--- config.mk ---
export PLATFORM = sky130hd
export DESIGN_NAME = controlador_aritmetico_serie_flat
export DESIGN_NICKNAME = d
export VERILOG_FILES = /design/src/rtl/controlador_aritmetico_serie_pkg.sv /design/src/rtl/controlador_aritmetico_serie_if.sv /design/src/rtl/controlador_aritmetico_serie_celda.sv /design/src/rtl/controlador_aritmetico_serie.sv /design/src/flat_wrapper.sv
export SDC_FILE = /design/constraint.sdc
export NUM_CORES = 1
export LEC_CHECK = 0
export ABC_AREA = 1
export BUFFER_PORTS_ARGS = -buffer_cell sky130_fd_sc_hd__buf_2
export CAP_MARGIN = 20
export CORE_AREA = 4 4 69 71
export CTS_BUF_LIST = sky130_fd_sc_hd__clkbuf_16
export DETAILED_ROUTE_END_ITERATION = 6
export DIE_AREA = 0 0 73 75
export SLEW_MARGIN = 25
export SYNTH_ARGS = -nofsm -noshare
export SYNTH_HDL_FRONTEND = slang
export SYNTH_HIERARCHICAL = 1
export SYNTH_SLANG_ARGS = --single-unit
--- constraint.sdc ---
create_clock -name Reloj -period 2.3 [get_ports Reloj]
set_input_delay 0.345 -clock Reloj [delete_from_list [all_inputs] [get_ports Reloj]]
set_output_delay 0.345 -clock Reloj [all_outputs]
set_load 0.01 [all_outputs]
--- src/rtl/controlador_aritmetico_serie_pkg.sv ---
// ctrl_aritmetico_pkg: opcodes and FSM state encoding shared by the serial arithmetic controller and its 1-bit cell
package ctrl_aritmetico_pkg;
  localparam logic [1:0] OP_SUMA  = 2'b00;
  localparam logic [1:0] OP_RESTA = 2'b01;
  localparam logic [1:0] OP_Y     = 2'b10;
  localparam logic [1:0] OP_OX    = 2'b11;
  typedef enum logic [1:0] {
    REPOSO  = 2'd0,
    CALCULO = 2'd1,
    FIN     = 2'd2
  } estado_t;
endpackage

--- src/rtl/controlador_aritmetico_serie_if.sv ---
// controlador_aritmetico_serie_if: request/result bundle of the serial controller
// master drives Inicio/OperandoA/OperandoB/Operacion and reads Ocupado/Listo/Resultado/Acarreo (+Desborde with CTRL_DESBORDE_EN)
interface controlador_aritmetico_serie_if #(parameter int ANCHO = 8);
  logic             Inicio;
  logic [ANCHO-1:0] OperandoA;
  logic [ANCHO-1:0] OperandoB;
  logic [1:0]       Operacion;
  logic             Ocupado;
  logic             Listo;
  logic [ANCHO-1:0] Resultado;
  logic             Acarreo;
`ifdef CTRL_DESBORDE_EN
  logic             Desborde;
  modport master (output Inicio, OperandoA, OperandoB, Operacion, input Ocupado, Listo, Resultado, Acarreo, Desborde);
  modport slave  (input Inicio, OperandoA, OperandoB, Operacion, output Ocupado, Listo, Resultado, Acarreo, Desborde);
`else
  modport master (output Inicio, OperandoA, OperandoB, Operacion, input Ocupado, Listo, Resultado, Acarreo);
  modport slave  (input Inicio, OperandoA, OperandoB, Operacion, output Ocupado, Listo, Resultado, Acarreo);
`endif
endinterface

--- src/rtl/controlador_aritmetico_serie_celda.sv ---
// celda_aritmetica_1b: combinational 1-bit cell; inputs a, b, cin, op; outputs s, cout (cout is 0 for logic ops)
module celda_aritmetica_1b
  import ctrl_aritmetico_pkg::*;
(
  input  logic       a,
  input  logic       b,
  input  logic       cin,
  input  logic [1:0] op,
  output logic       s,
  output logic       cout
);
  always_comb begin
    s    = op == OP_Y ? a & b : op == OP_OX ? a ^ b : a ^ b ^ cin;
    cout = op[1] ? 1'b0 : (a & b) | (cin & (a ^ b));
  end
endmodule

--- src/rtl/controlador_aritmetico_serie.sv ---
// controlador_aritmetico_serie: bit-serial sequencer streaming two ANCHO-bit operands LSB-first through one 1-bit cell
// Ports: Reloj, Reinicio (async, active-high), bus (slave side of controlador_aritmetico_serie_if).
// Macro CTRL_DESBORDE_EN adds the signed-overflow output Desborde.
module controlador_aritmetico_serie
  import ctrl_aritmetico_pkg::*;
#(
  parameter int ANCHO = 8
) (
  input logic                              Reloj,
  input logic                              Reinicio,
  controlador_aritmetico_serie_if.slave    bus
);
  localparam int ANCHO_CNT = $clog2(ANCHO) + 1;
  estado_t              estado;
  logic [ANCHO-1:0]     a_r, b_r, res;
  logic [1:0]           op_r;
  logic [ANCHO_CNT-1:0] cnt;
  logic                 carry, s, cout, listo, ocupado, acarreo;
  celda_aritmetica_1b u_celda (
    .a    (a_r[0]),
    .b    (op_r == OP_RESTA ? ~b_r[0] : b_r[0]),
    .cin  (carry),
    .op   (op_r),
    .s    (s),
    .cout (cout)
  );
`ifdef CTRL_DESBORDE_EN
  logic desborde;
  assign bus.Desborde = desborde;
`endif
  // FIN also accepts Inicio so back-to-back ops run every ANCHO+1 cycles.
  always_ff @(posedge Reloj or posedge Reinicio) begin
    if (Reinicio) begin
      estado  <= REPOSO;
      a_r     <= '0;
      b_r     <= '0;
      res     <= '0;
      op_r    <= OP_SUMA;
      cnt     <= '0;
      carry   <= 1'b0;
      listo   <= 1'b0;
      ocupado <= 1'b0;
      acarreo <= 1'b0;
`ifdef CTRL_DESBORDE_EN
      desborde <= 1'b0;
`endif
    end else begin
      listo <= 1'b0;
      case (estado)
        CALCULO: begin
          res   <= {s, res[ANCHO-1:1]};
          a_r   <= a_r >> 1;
          b_r   <= b_r >> 1;
          carry <= cout;
          cnt   <= cnt + 1'b1;
          if (cnt == ANCHO_CNT'(ANCHO - 1)) begin
            estado  <= FIN;
            listo   <= 1'b1;
            acarreo <= cout;
`ifdef CTRL_DESBORDE_EN
            desborde <= carry ^ cout;
`endif
          end
        end
        default: begin
          if (bus.Inicio) begin
            estado  <= CALCULO;
            ocupado <= 1'b1;
            a_r     <= bus.OperandoA;
            b_r     <= bus.OperandoB;
            op_r    <= bus.Operacion;
            cnt     <= '0;
            carry   <= bus.Operacion == OP_RESTA;
          end else begin
            estado  <= REPOSO;
            ocupado <= 1'b0;
          end
        end
      endcase
    end
  end
  assign bus.Ocupado   = ocupado;
  assign bus.Listo     = listo;
  assign bus.Resultado = res;
  assign bus.Acarreo   = acarreo;
endmodule
--- src/flat_wrapper.sv ---
// flat-port wrapper written by rule: the top's interface ports become plain ports
module controlador_aritmetico_serie_flat import ctrl_aritmetico_pkg::*;
#(
  parameter int ANCHO = 8
)
  (Reloj, Reinicio, bus_Inicio, bus_OperandoA, bus_OperandoB, bus_Operacion, bus_Ocupado, bus_Listo, bus_Resultado, bus_Acarreo);
  controlador_aritmetico_serie_if #(.ANCHO(ANCHO)) bus_i ();
  input logic Reloj;
  input logic Reinicio;
  input wire logic [$bits(bus_i.Inicio)-1:0] bus_Inicio;
  input wire logic [$bits(bus_i.OperandoA)-1:0] bus_OperandoA;
  input wire logic [$bits(bus_i.OperandoB)-1:0] bus_OperandoB;
  input wire logic [$bits(bus_i.Operacion)-1:0] bus_Operacion;
  output wire logic [$bits(bus_i.Ocupado)-1:0] bus_Ocupado;
  output wire logic [$bits(bus_i.Listo)-1:0] bus_Listo;
  output wire logic [$bits(bus_i.Resultado)-1:0] bus_Resultado;
  output wire logic [$bits(bus_i.Acarreo)-1:0] bus_Acarreo;
  assign bus_i.Inicio = bus_Inicio;
  assign bus_i.OperandoA = bus_OperandoA;
  assign bus_i.OperandoB = bus_OperandoB;
  assign bus_i.Operacion = bus_Operacion;
  assign bus_Ocupado = bus_i.Ocupado;
  assign bus_Listo = bus_i.Listo;
  assign bus_Resultado = bus_i.Resultado;
  assign bus_Acarreo = bus_i.Acarreo;
  controlador_aritmetico_serie #(.ANCHO(ANCHO)) u_core (.Reloj(Reloj), .Reinicio(Reinicio), .bus(bus_i));
endmodule
**After elaboration in Yosys (flattened, before gate mapping)**

Index checks and enable logic that the tools add are counted.
Widths: inputs -> output; s select.

- Register bits: 36
- Output and inout port bits: 11

- Bitwise logic cells: 7
- Eq/ne operators: 7
- Reductions and logical operators: 3
- Add/subtract/negate cells: 1
- Muxes and demuxes: 18

Operators by type and width:

| cell | number |
|---|---|
| $mux 8 | 4 |
| $mux 1 | 10 |
| $mux 4 | 2 |
| $eq 2x1->1 const B | 3 |
| $add 4x1->4 const B | 1 |
| $eq 2x2->1 const B | 2 |
| $eq 4x3->1 const B | 1 |
| $mux 2 | 2 |
| $reduce_and 2->1 | 2 |
| $and 1x1->1 | 2 |
| $ne 2x1->1 const B | 1 |
| $not 1->1 | 2 |
| $reduce_bool 2->1 | 1 |
| $xor 1x1->1 | 2 |
| $or 1x1->1 | 1 |

**Depth between registers and ports, before layout**

Gate-level depths: netlist of the first run.

- Depth in word-level cells: 7
- Depth in mapped cells: 10
- Mapped depth without buffers: 10

**Hierarchy**

Netlist of the first run, hierarchy kept.

By module, submodules not included:

| module | times used | area each (um^2) | cells an instance | sequential area each (um^2) |
|---|---|---|---|---|
| controlador_aritmetico_serie | 1 | 1549.0 | 177 | 900.9 |
| celda_aritmetica_1b | 1 | 75.1 | 13 | 0.0 |

**Worst setup path before layout of the first run**

OpenSTA, ideal clock, no wires.

- Path kind: reg2reg
- From: reg u_core.op_r[1]
- To: reg u_core.res[7] (netlist: u_core/bus.Resultado[7])
- Buffers on the path: 0
- Library setup time: 0.126 ns
- Cell stages (with the launch flop): 8
- Slack: 0.765 ns
- Period minus slack after synthesis: 1.535 ns
- Arrival: 1.409 ns
- Path through: dfrtp_1 nor2_1 xor2_1 fa_1 nand2_1 nand2_1 nand2_1 o21ai_0

- Cells in the longest elaborated chain, start to end: 6
- Elaborated cells on any way between the ends: 9
- Those cells by class: 3 x eq/ne; 3 x mux; 3 x bitwise

Ends and longest elaborated chain:

| what | line | source |
|---|---|---|
| start: declaration | controlador_aritmetico_serie.sv:16 | `logic [1:0] op_r;` |
| start signal: assignment | controlador_aritmetico_serie.sv:71 | `op_r <= bus.Operacion;` |
| $eq 2x1->1 | controlador_aritmetico_serie.sv:21 | `.b (op_r == OP_RESTA ? ~b_r[0] : b_r[0]),` |
| $mux 1 | controlador_aritmetico_serie.sv:21 |  |
| $xor 1x1->1 (2 in series) | controlador_aritmetico_serie_celda.sv:13 | `s = op == OP_Y ? a & b : op == OP_OX ? a ^ b : a ^ b ^ cin;` |
| $mux 1 | controlador_aritmetico_serie_celda.sv:13 |  |
| $mux 1 * | controlador_aritmetico_serie_celda.sv:13 |  |
| net u_core.s | controlador_aritmetico_serie.sv:18 | `logic carry, s, cout, listo, ocupado, acarreo;` |
| end signal: assignment | controlador_aritmetico_serie.sv:51 | `res <= {s, res[ANCHO-1:1]};` |
| end: declaration | controlador_aritmetico_serie.sv:15 | `logic [ANCHO-1:0] a_r, b_r, res;` |

The timed path passes the listed nets; every way through them passes the cells marked *.
A chain may end at the register's enable or synchronous reset.

**Worst setup path after layout of the first run**

Ends and elaborated chain as after synthesis.

==> results of run 1 <==
[placed cells by master, fill, tap and decap left out]
master and instances:
inv_1 14, ha_1 2, inv_2 1, buf_2 31, clkinv_1 2, clkbuf_16 5, dfrtp_1 36, fa_1 1
buf_4 2, nand2_1 77, nand2_2 1, nand4_1 2, nand3_1 33, nor2_1 5, nand3_2 1, nor2_4 3
xor2_1 1, o21ai_0 6
[layer usage]
metal / routed length [um] / global-route usage
met5: 0 / 0
met4: 19 / 0.04918
met3: 169 / 0.04940
met2: 1550 / 0.2324
met1: 1568 / 0.1606
[kinds of logic (layout without fill, tap and decap cells)]
logic type | count (synthesis) | count (layout) | synth area share
simple gates | 122 | 122 | 0.3297
compound gates | 6 | 6 | 0.01849
fa+ha+maj | 3 | 3 | 0.02773
flops | 36 | 36 | 0.5547
buf+inv | 22 | 55 | 0.06394
xor+xnor | 1 | 1 | 0.005394
[final cells by class]
type	count	share of cell area
sequential	36	0.4633
tap	52	0.03346
timing repair buffer	33	0.08752
clock inverter	2	0.003861
multi-input combinational	132	0.3185
inverter	15	0.02896
clock buffer	5	0.06435
[sequential cells by signal, summed over array words and instances, names as in the netlist]
signal,cells
u_core/bus.Acarreo,1
u_core/op_r,2
u_core/bus.Resultado,8
u_core/a_r,8
u_core/carry,1
u_core/bus.Ocupado,1
u_core/cnt,4
u_core/b_r,8
u_core/estado,2
u_core/bus.Listo,1
[power by group]
group,total (mW),internal (mW),switching [mW]
sequential,1.08,0.903,0.178
clock,0.621,0.387,0.234
combinational,0.960,0.355,0.605
[final timing paths]
path | end | start | depth (start not counted)
setup / recovery | u_core/bus.Resultado[7]$_DFFE_PP0P_ | u_core/op_r[1]$_DFFE_PP0P_ | 7
hold / removal | u_core/bus.Resultado[0]$_DFFE_PP0P_ | Reinicio | 3
setup reg to reg | u_core/bus.Resultado[7]$_DFFE_PP0P_ | u_core/op_r[1]$_DFFE_PP0P_ | 7
hold reg to reg | u_core/bus.Acarreo$_DFFE_PP0P_ | u_core/bus.Acarreo$_DFFE_PP0P_ | 2
max in group asynchronous | u_core/cnt[1]$_DFFE_PP0P_ | Reinicio | 3
min in group Reloj | u_core/b_r[7]$_DFFE_PP0P_ | bus_OperandoB[7] | 3
[worst reg2reg max path, stage by stage, from the launching register on]
cell	delay, ns
dfrtp_1	0.42
nor2_1	0.14
xor2_1	0.27
fa_1	0.47
nand2_1	0.08
nand2_1	0.05
nand2_1	0.05
o21ai_0	0.07
[metrics by stage]
stage / utilization / setup WS, ns / area (um^2) / instances
detailed placement: 0.4279 / 0.6424 / 1812 / 268
CTS: 0.4592 / 0.5975 / 1944 / 275
global route: 0.4592 / 0.4679 / 1944 / 275
finish: 0.4592 / 0.6170 / 1944 / 275
global placement: 0.4279 / 0.6977 / 1812 / 268
floorplan: - / 0.7652 / 1624 / 190
==> metrics.md, run 1 <==
| Metric | Value |
|---|---|
| Status | `complete, no violations` |
| Total Power | `2.661 mW` |
| Port buffer count | `31` |
| Worst Path Required | `2.43 ns` |
| Worst slew margin | `0.5922` |
| Area contributors post-synth | `dfrtp_1 (55%), nand2_1 (18%), nand3_1 (10%)` |
| Crit path DAT | `1.81 ns` |
| Via/cell ratio | `4.731` |
| TritonCTS clock tree | `built` |
| Synth async-reset ratio | `1.000` |
| Worst path bufs/invs | `0` |
| # nets final | `247` |
| GRT overflow | `0` |
| Critical Path End Type | `register` |
| Sequential share of the synthesized area | `0.5547` |
| CP dominant cell by count | `nand2_1` |
| R2R setup slack | `0.62 ns` |
| Layout cell share with drive strength beyond 1 | `0.1973` |
| Synth-to-layout area growth | `19.72%` |
| First-pass GRT wire length | `5692 um` |
| Primary FF master, synth | `dfrtp_1` |
| # hold bufs at CTS | `0` |
| Minimum clock period | `1.683 ns` |
| DIE AREA | `0.005475 mm^2` |
| Final clock skew | `0.002723 ns` |
| Number of synthesized flops with an enable pin | `0` |
| DR pass1 iterations | `4` |
| Placer Congestion | `0.7690` |
| DR iter-0 viols | `54` |
| LEAKAGE | `1.061 nW` |
| Power per cell area | `1369 mW/mm^2` |
| CP max FO | `5` |
| Worst setup SP type | `register` |
| Initial Util | `0.3836` |
| IO Count | `32` |
| Unrepaired setup endpoints after global routing | `no` |
| Multi-input logic area | `619.3 um^2` |
| FF+latch count, synth | `36` |
| Setup TNS Final | `0 ns` |
| Yosys warns | `6` |
| Slew @ Worst Pin | `0.6103 ns` |
| Fill cells | `419` |
| Achievable Freq | `594.2 MHz` |
| Max IR drop VDD | `0.4958 mV` |
| Max incr delay on CP | `0.47 ns` |
| Crit Path Class | `register to register` |
| Num CTS Buffers | `5` |
| Hold WC Path Type | `primary input to async pin` |
| Sequential cell area | `900.9 um^2` |
| ANT nets after route | `0` |
| Largest net degree at the start of global routing | `37` |
| Worst path slowest cell | `fa_1` |
| Cell Area, Synth | `0.001624 mm^2` |
| Post_cts resized | `0` |
| Per-cell routed wire length | `12.03 um` |
| Yosys top cell by area | `dfrtp_1` |
| Clk sink count | `36` |
| Vias in the first global route | `1275` |
| Max Buffers Root-to-Sink | `2` |
| Row count | `24` |
| Max Slew Vio Count | `0` |
| Die span in y | `75 um` |
| Synth top area share | `0.5547` |
| CP Cell Sequence | `nor2_1 > xor2_1 > fa_1 > nand2_1 > nand2_1 > nand2_1 > o21ai_0` |
| Initial antenna violation count | `0` |
| Worst skew pair latency | `0.27 ns` |
| Synth unique cells | `16` |
| Worst Hold Slack | `0.1673 ns` |
| # DRC | `0` |
| Mapped Cells | `190` |
| Total number of vias | `1301` |
| Commonest cells post-synth | `nand2_1 (77), dfrtp_1 (36), nand3_1 (33)` |
| Setup violators final | `0` |
| Max cap viols | `0` |
| Core area | `0.004234 mm^2` |
| Dpl hpwl | `2156 um` |
| Overall Global Routing Usage | `0.1371` |
| Final wirelength | `3307 um` |
| Crit-path leading delay family | `adder cells` |
| CTS clk-pin slew, worst paths | `0.05 ns` |
| Setup Buffers After CTS | `0` |
| Final Hold Viols | `0` |
| Die Wd | `73 um` |
| Synthesized Nets | `214` |
| Diode count | `0` |
| Cell with the most instances after synthesis | `nand2_1` |
| Crit share post-route | `0.7317` |
| Avg Cell Area, Syn | `8.548 um^2` |
| H-tree levels | `2` |
| Root buf cell | `clkbuf_16` |
Power figures use the tool's default switching activity.
==> run 2: changes to the inputs <==
==> constraint.sdc (replaced) <==
create_clock -name Reloj -period 1.35 [get_ports Reloj]
set_input_delay 0.2025 -clock Reloj [delete_from_list [all_inputs] [get_ports Reloj]]
set_output_delay 0.2025 -clock Reloj [all_outputs]
set_load 0.01 [all_outputs]
==> run 2 against run 1 <==
Compared with the run above:
- the flow now finishes with violations (negative setup slack)
- design area grew 6.6%
- cell count grew 3.3%
- register-to-register slack lost 0.75 ns
- hold slack lost 0.15 ns
- clock power grew 110%
- wire length grew 0.51%
- critical path depth grew 1
==> metrics.md, run 2 (synthesis gave the netlist of run 1 again) <==
| Metric | Value |
|---|---|
| Status | `complete, but fails checks` |
| Failing checks | `negative setup slack` |
| Layout cell share with drive strength beyond 1 | `0.2672 (+0.06993)` |
| IO Count | `32 (unchanged)` |
| Unrepaired setup endpoints after global routing | `yes` |
| Slew @ Worst Pin | `0.4539 ns (-0.1564 ns)` |
| CTS clk-pin slew, worst paths | `0.05 ns (about the same)` |
| Vias in the first global route | `1390 (+9.0%)` |
| Hold WC Path Type | `primary input to async pin` |
| Worst Path Required | `1.52 ns (-0.91 ns)` |
| Non-Filler Instances | `284 (+3.3%)` |
| # DRC | `0 (unchanged)` |
| Max Slew Vio Count | `0 (unchanged)` |
| Via/cell ratio | `4.768 (+0.78%)` |
| Placed cell area | `0.001869 mm^2 (+3.2%)` |
| Final wirelength | `3324 um (+0.51%)` |
| ANT nets after route | `0 (unchanged)` |
| Placer Congestion | `0.7362 (-4.3%)` |
| Worst skew pair latency | `0.28 ns (about the same)` |
| Place WS | `-0.2141 ns (-0.8565 ns)` |
| TritonCTS clock tree | `built` |
| Setup TNS Final | `-0.1627 ns (-0.1627 ns)` |
| Die Wd | `73 um (unchanged)` |
| Worst slew margin | `0.6974 (+0.1052)` |
| Finished Cell Area | `0.002073 mm^2 (+6.6%)` |
| Final Hold Viols | `0 (unchanged)` |
| Clk sink count | `36 (unchanged)` |
| Per-cell routed wire length | `11.70 um (-2.7%)` |
| Row count | `24 (unchanged)` |
| Max cap viols | `0 (unchanged)` |
| Initial Util | `0.3836 (unchanged)` |
| # nets final | `255 (+3.2%)` |
| Crit Path Class | `register to register` |
| Initial antenna violation count | `0 (unchanged)` |
| H-tree levels | `2 (unchanged)` |
| Largest net degree at the start of global routing | `37 (unchanged)` |
| First-pass GRT wire length | `5940 um (+4.4%)` |
| Core area | `0.004234 mm^2 (unchanged)` |
| R2R setup slack | `-0.14 ns (-0.75 ns)` |
| Achievable Freq | `672.4 MHz (+13%)` |
| Diode count | `0 (unchanged)` |
| LEAKAGE | `1.115 nW (+5.1%)` |
| CP max FO | `2 (-3)` |
| DR iter-0 viols | `35 (-35%)` |
| Crit path DAT | `1.66 ns (-0.15 ns)` |
| DIE AREA | `0.005475 mm^2 (unchanged)` |
| Synth-to-layout area growth | `27.66%` |
| Overall Global Routing Usage | `0.1424 (+0.005262)` |
| Crit share post-route | `1.102 (+0.3700)` |
| Final clock skew | `0.002761 ns (+0.00003797 ns)` |
| GRT overflow | `0 (unchanged)` |
| Root buf cell | `clkbuf_16` |
| Max Buffers Root-to-Sink | `2 (unchanged)` |
| Most frequent cells in the layout | `nand2_1 (77), dfrtp_1 (35), nand3_1 (33)` |
| Setup violators final | `3 (+3)` |
| Most common cell after layout, fill and taps aside | `nand2_1` |
| Worst setup SP type | `register` |
| Minimum clock period | `1.487 ns (-0.1957 ns)` |
| Dpl hpwl | `2278 um (+5.6%)` |
| Port buffer count | `31 (unchanged)` |
| Num CTS Buffers | `5 (unchanged)` |
| Placed cell count | `274 (+2.2%)` |
| # hold bufs at CTS | `0 (unchanged)` |
| Die span in y | `75 um (unchanged)` |
| Power per cell area | `2448 mW/mm^2 (+79%)` |
| Critical Path End Type | `register` |
| Total number of vias | `1354 (+4.1%)` |
| Max IR drop VDD | `0.8615 mV (+74%)` |
| Worst setup margin | `-0.1373 ns (-0.7543 ns)` |
| DR pass1 iterations | `4 (unchanged)` |
run 2: changes by cell type in the layout (fill, tap and decap cells not counted), moves of 2 or more:
cell	before	now
nor2_1	5	3
buf_4	2	9
clkinv_1	2	0
inv_2	1	3
inv_1	14	12
run 2: per-stage QoR:
stage / hold WS, ns / total power, mW / utilization
6_report: 0.01801 / 5.076 / 0.4897
5_1_grt: 0.06619 / 5.524 / 0.4897
4_1_cts: 0.03866 / 5.084 / 0.4852
3_5_place_dp: 0.3295 / 3.703 / 0.4415
3_3_place_gp: 0.3331 / 3.642 / 0.4415
2_1_floorplan: 0.3191 / 3.110 / -
run 2: report_power, final:
part           internal [mW]  switching (mW)
combinational          0.815            1.11
clock                  0.866           0.435
sequential              1.54           0.308
run 2: path summary, 6_finish.rpt:
check	to	cells after the start	start
worst max register to register	u_core/bus.Resultado[7]$_DFFE_PP0P_	8	u_core/op_r[0]$_DFFE_PP0P_
max in group asynchronous	u_core/cnt[0]$_DFFE_PP0P_	3	Reinicio
worst min register to register	u_core/bus.Resultado[0]$_DFFE_PP0P_	2	u_core/bus.Resultado[0]$_DFFE_PP0P_
worst max-delay path	u_core/bus.Resultado[7]$_DFFE_PP0P_	8	u_core/op_r[0]$_DFFE_PP0P_
min in group Reloj	u_core/b_r[7]$_DFFE_PP0P_	3	bus_OperandoB[7]
worst min-delay path	u_core/bus.Resultado[0]$_DFFE_PP0P_	3	Reinicio
run 2: critical path, stage by stage (launching register included):
cell,delay (ns)
dfrtp_1,0.36
inv_2,0.06
nor2_4,0.12
xor2_2,0.18
fa_2,0.46
nand2_1,0.07
nand2_1,0.04
nand2_1,0.05
o21ai_1,0.05
run 2: cell type report:
type	count	area (um^2)
fillers	433	2161
inverters	15	56.30
repair buffers	41	242.7
well taps	52	65.06
clock inverters	3	42.54
flip-flops and latches	36	902.1
multi-input cells	132	639.4
clock buffers	5	125.1
run 2: per-layer routing:
layer	share of wire	vias to the layer above	wire length, um	track usage
met5	0	-	0	0
met4	0.018	0	60	0.07172
met3	0.059	7	195	0.03605
met2	0.48	32	1592	0.2433
met1	0.44	630	1476	0.1662
li1	-	685	-	-
run 2: timing repair:
action,in CTS,in global routing
endpoints found under the setup margin,3,4
gates resized for setup,3,5
setup buffers,1,1
pin swaps,4,6
cloned,0,0
==> run 3: changes to the inputs <==
--- a/config.mk
+++ b/config.mk
@@ -12,8 +12,10 @@
 export CTS_BUF_LIST = sky130_fd_sc_hd__clkbuf_16
 export DETAILED_ROUTE_END_ITERATION = 6
 export DIE_AREA = 0 0 73 75
+export RECOVER_POWER = 25
 export SLEW_MARGIN = 25
 export SYNTH_ARGS = -nofsm -noshare
 export SYNTH_HDL_FRONTEND = slang
 export SYNTH_HIERARCHICAL = 1
 export SYNTH_SLANG_ARGS = --single-unit
+export TNS_END_PERCENT = 30
==> run 3 against run 2 <==
Compared with the run above:
- the run still ends with negative setup slack left
- die area is the same
- critical path depth did not move
- global-route usage unchanged
- design area down 0.12%
- hold slack improved by 0.10 ns
- clock skew stayed put
- clock power barely moved
- sequential power barely moved
- maximum frequency unchanged
- non-clock buffer count stayed put
==> metrics.md, run 3 (synthesis gave the netlist of run 1 again) <==
| Metric | Value |
|---|---|
| Status | `complete, but fails checks` |
| Failing checks | `negative setup slack` |
| Num CTS Buffers | `5 (unchanged)` |
| Minimum clock period | `1.487 ns (unchanged)` |
| End-of-flow core utilization | `0.4891 (-0.0005910)` |
| Max cap viols | `0 (unchanged)` |
| Vias in the first global route | `1390 (unchanged)` |
| Placed cell count | `274 (unchanged)` |
| Finished Cell Area | `0.002071 mm^2 (-0.12%)` |
| Synth-to-layout area growth | `27.50%` |
| Crit Path Class | `register to register` |
| M1 WL | `1475 um (about the same)` |
| Non-Filler Instances | `284 (unchanged)` |
| WL met3 | `195 um (unchanged)` |
| # nets final | `255 (unchanged)` |
| Total Power | `5.075 mW (about the same)` |
| Setup violators final | `3 (unchanged)` |
| Max Slew Vio Count | `0 (unchanged)` |
| Fill cells | `434 (+0.23%)` |
| Root buf cell | `clkbuf_16` |
| Max Buffers Root-to-Sink | `2 (unchanged)` |
| Critical Path End Type | `register` |
| Dpl hpwl | `2278 um (unchanged)` |
| Slew @ Worst Pin | `0.8787 ns (+0.4249 ns)` |
| Via/cell ratio | `4.768 (unchanged)` |
| Multi-input logic area | `639.4 um^2 (unchanged)` |
| Crit path DAT | `1.66 ns (about the same)` |
| Net Sw Frac | `0.3652 (about the same)` |
| Diode count | `0 (unchanged)` |
| Initial Util | `0.3836 (unchanged)` |
| TritonCTS clock tree | `built` |
| LEAKAGE | `1.114 nW (about the same)` |
| Worst setup SP type | `register` |
| Power per cell area | `2451 mW/mm^2 (about the same)` |
| Achievable Freq | `672.4 MHz (unchanged)` |
| First-pass GRT wire length | `5940 um (unchanged)` |
| Max IR drop VDD | `0.8615 mV (about the same)` |
| Place WS | `-0.2141 ns (unchanged)` |
| # hold bufs at CTS | `0 (unchanged)` |
| Overall Global Routing Usage | `0.1424 (unchanged)` |
| IO Count | `32 (unchanged)` |
| Clock power share | `0.256 (about the same)` |
| Layout cell share with drive strength beyond 1 | `0.2672 (unchanged)` |
| ANT nets after route | `0 (unchanged)` |
| Largest net degree at the start of global routing | `37 (unchanged)` |
| CTS clk-pin slew, worst paths | `0.05 ns (about the same)` |
| Die span in y | `75 um (unchanged)` |
| Most frequent cells in the layout | `nand2_1 (77), dfrtp_1 (35), nand3_1 (33)` |
| Placed cell area | `0.001869 mm^2 (unchanged)` |
| DR WL met2 | `1592 um (unchanged)` |
| Sequential cell area | `902.1 um^2 (unchanged)` |
| Switching pwr | `1.853 mW (about the same)` |
| # DRC | `0 (unchanged)` |
| Logic pwr share | `0.379 (about the same)` |
| CP max FO | `2 (unchanged)` |
| Worst skew pair latency | `0.28 ns (about the same)` |
| Worst Path Required | `1.52 ns (about the same)` |
| Per-cell routed wire length | `11.70 um (about the same)` |
| Clk sink count | `36 (unchanged)` |
| DR top layer | `met4` |
| Hold WC Path Type | `primary input to register` |
| Initial antenna violation count | `0 (unchanged)` |
| Unrepaired setup endpoints after global routing | `yes` |
| Final wirelength | `3323 um (about the same)` |
| DIE AREA | `0.005475 mm^2 (unchanged)` |
| Sequential power share | `0.364 (about the same)` |
| Final clock skew | `0.002761 ns (unchanged)` |
| Total number of vias | `1354 (unchanged)` |
| Pint | `3.222 mW (about the same)` |
| Die Wd | `73 um (unchanged)` |
| Placer Congestion | `0.7362 (unchanged)` |
| GRT overflow | `0 (unchanged)` |
| Crit share post-route | `1.102 (unchanged)` |
| Port buffer count | `31 (unchanged)` |
| Worst slew margin | `0.4142 (-0.2833)` |
| DR iter-0 viols | `35 (unchanged)` |
| Final Hold Viols | `0 (unchanged)` |
| R2R setup slack | `-0.14 ns (about the same)` |
| Most common cell after layout, fill and taps aside | `nand2_1` |
| DR pass1 iterations | `4 (unchanged)` |
| Core area | `0.004234 mm^2 (unchanged)` |
| H-tree levels | `2 (unchanged)` |
| Row count | `24 (unchanged)` |
| Worst setup margin | `-0.1373 ns (unchanged)` |
## run 3: stage by stage
stage	hold slack (ns)	setup TNS, ns
floorplan	0.3191	-0.1011
global placement	0.3331	-0.2032
detailed placement	0.3295	-0.3833
CTS	0.03866	-0.2908
global route	0.1487	-0.3705
finish	0.1213	-0.1627
## run 3: path summary, 6_finish.rpt
| check | cells after the start | from | end |
|---|---|---|---|
| worst max-delay path | 8 | u_core/op_r[0]$_DFFE_PP0P_ | u_core/bus.Resultado[7]$_DFFE_PP0P_ |
| worst min-delay path | 3 | bus_OperandoB[7] | u_core/b_r[7]$_DFFE_PP0P_ |
| worst max register to register | 8 | u_core/op_r[0]$_DFFE_PP0P_ | u_core/bus.Resultado[7]$_DFFE_PP0P_ |
| worst min register to register | 2 | u_core/bus.Resultado[0]$_DFFE_PP0P_ | u_core/bus.Resultado[0]$_DFFE_PP0P_ |
| max in group asynchronous | 3 | Reinicio | u_core/cnt[0]$_DFFE_PP0P_ |
| min in group asynchronous | 3 | Reinicio | u_core/bus.Resultado[0]$_DFFE_PP0P_ |
## run 3: worst max-delay path, stage by stage, from the launching register on
cell     delay (ns)
dfrtp_1        0.36
inv_2          0.06
nor2_4         0.12
xor2_2         0.18
fa_2           0.46
nand2_1        0.07
nand2_1        0.04
nand2_1        0.05
o21ai_1        0.05
## run 3: final cells by class
type | instances | area share
clock buffer | 5 | 0.06042
clock inverter | 3 | 0.02054
inverter | 15 | 0.02719
multi-input combinational | 132 | 0.3088
sequential | 36 | 0.4356
tap | 52 | 0.03142
timing repair buffer | 41 | 0.1160
## run 3: what timing repair did
action,CTS,global route
gates resized for setup,3,5
setup buffers,1,1
endpoints found under the setup margin,3,4
pin swaps,4,6
gates cloned,0,0
## run 3: routing by layer
layer,up-vias,track usage
met5,-,0
met4,0,0.07172
met3,7,0.03605
met2,32,0.2433
met1,630,0.1662
li1,685,-
## run 3: power groups by stage
| stage | combinational [mW] | sequential [mW] | clock [mW] |
|---|---|---|---|
| finish | 1.92 | 1.85 | 1.30 |
| global route | 2.24 | 1.93 | 1.35 |
| CTS | 1.92 | 1.84 | 1.32 |
| detailed placement | 1.85 | 1.85 | 0 |
| global placement | 1.80 | 1.84 | 0 |
| floorplan | 1.24 | 1.87 | 0 |
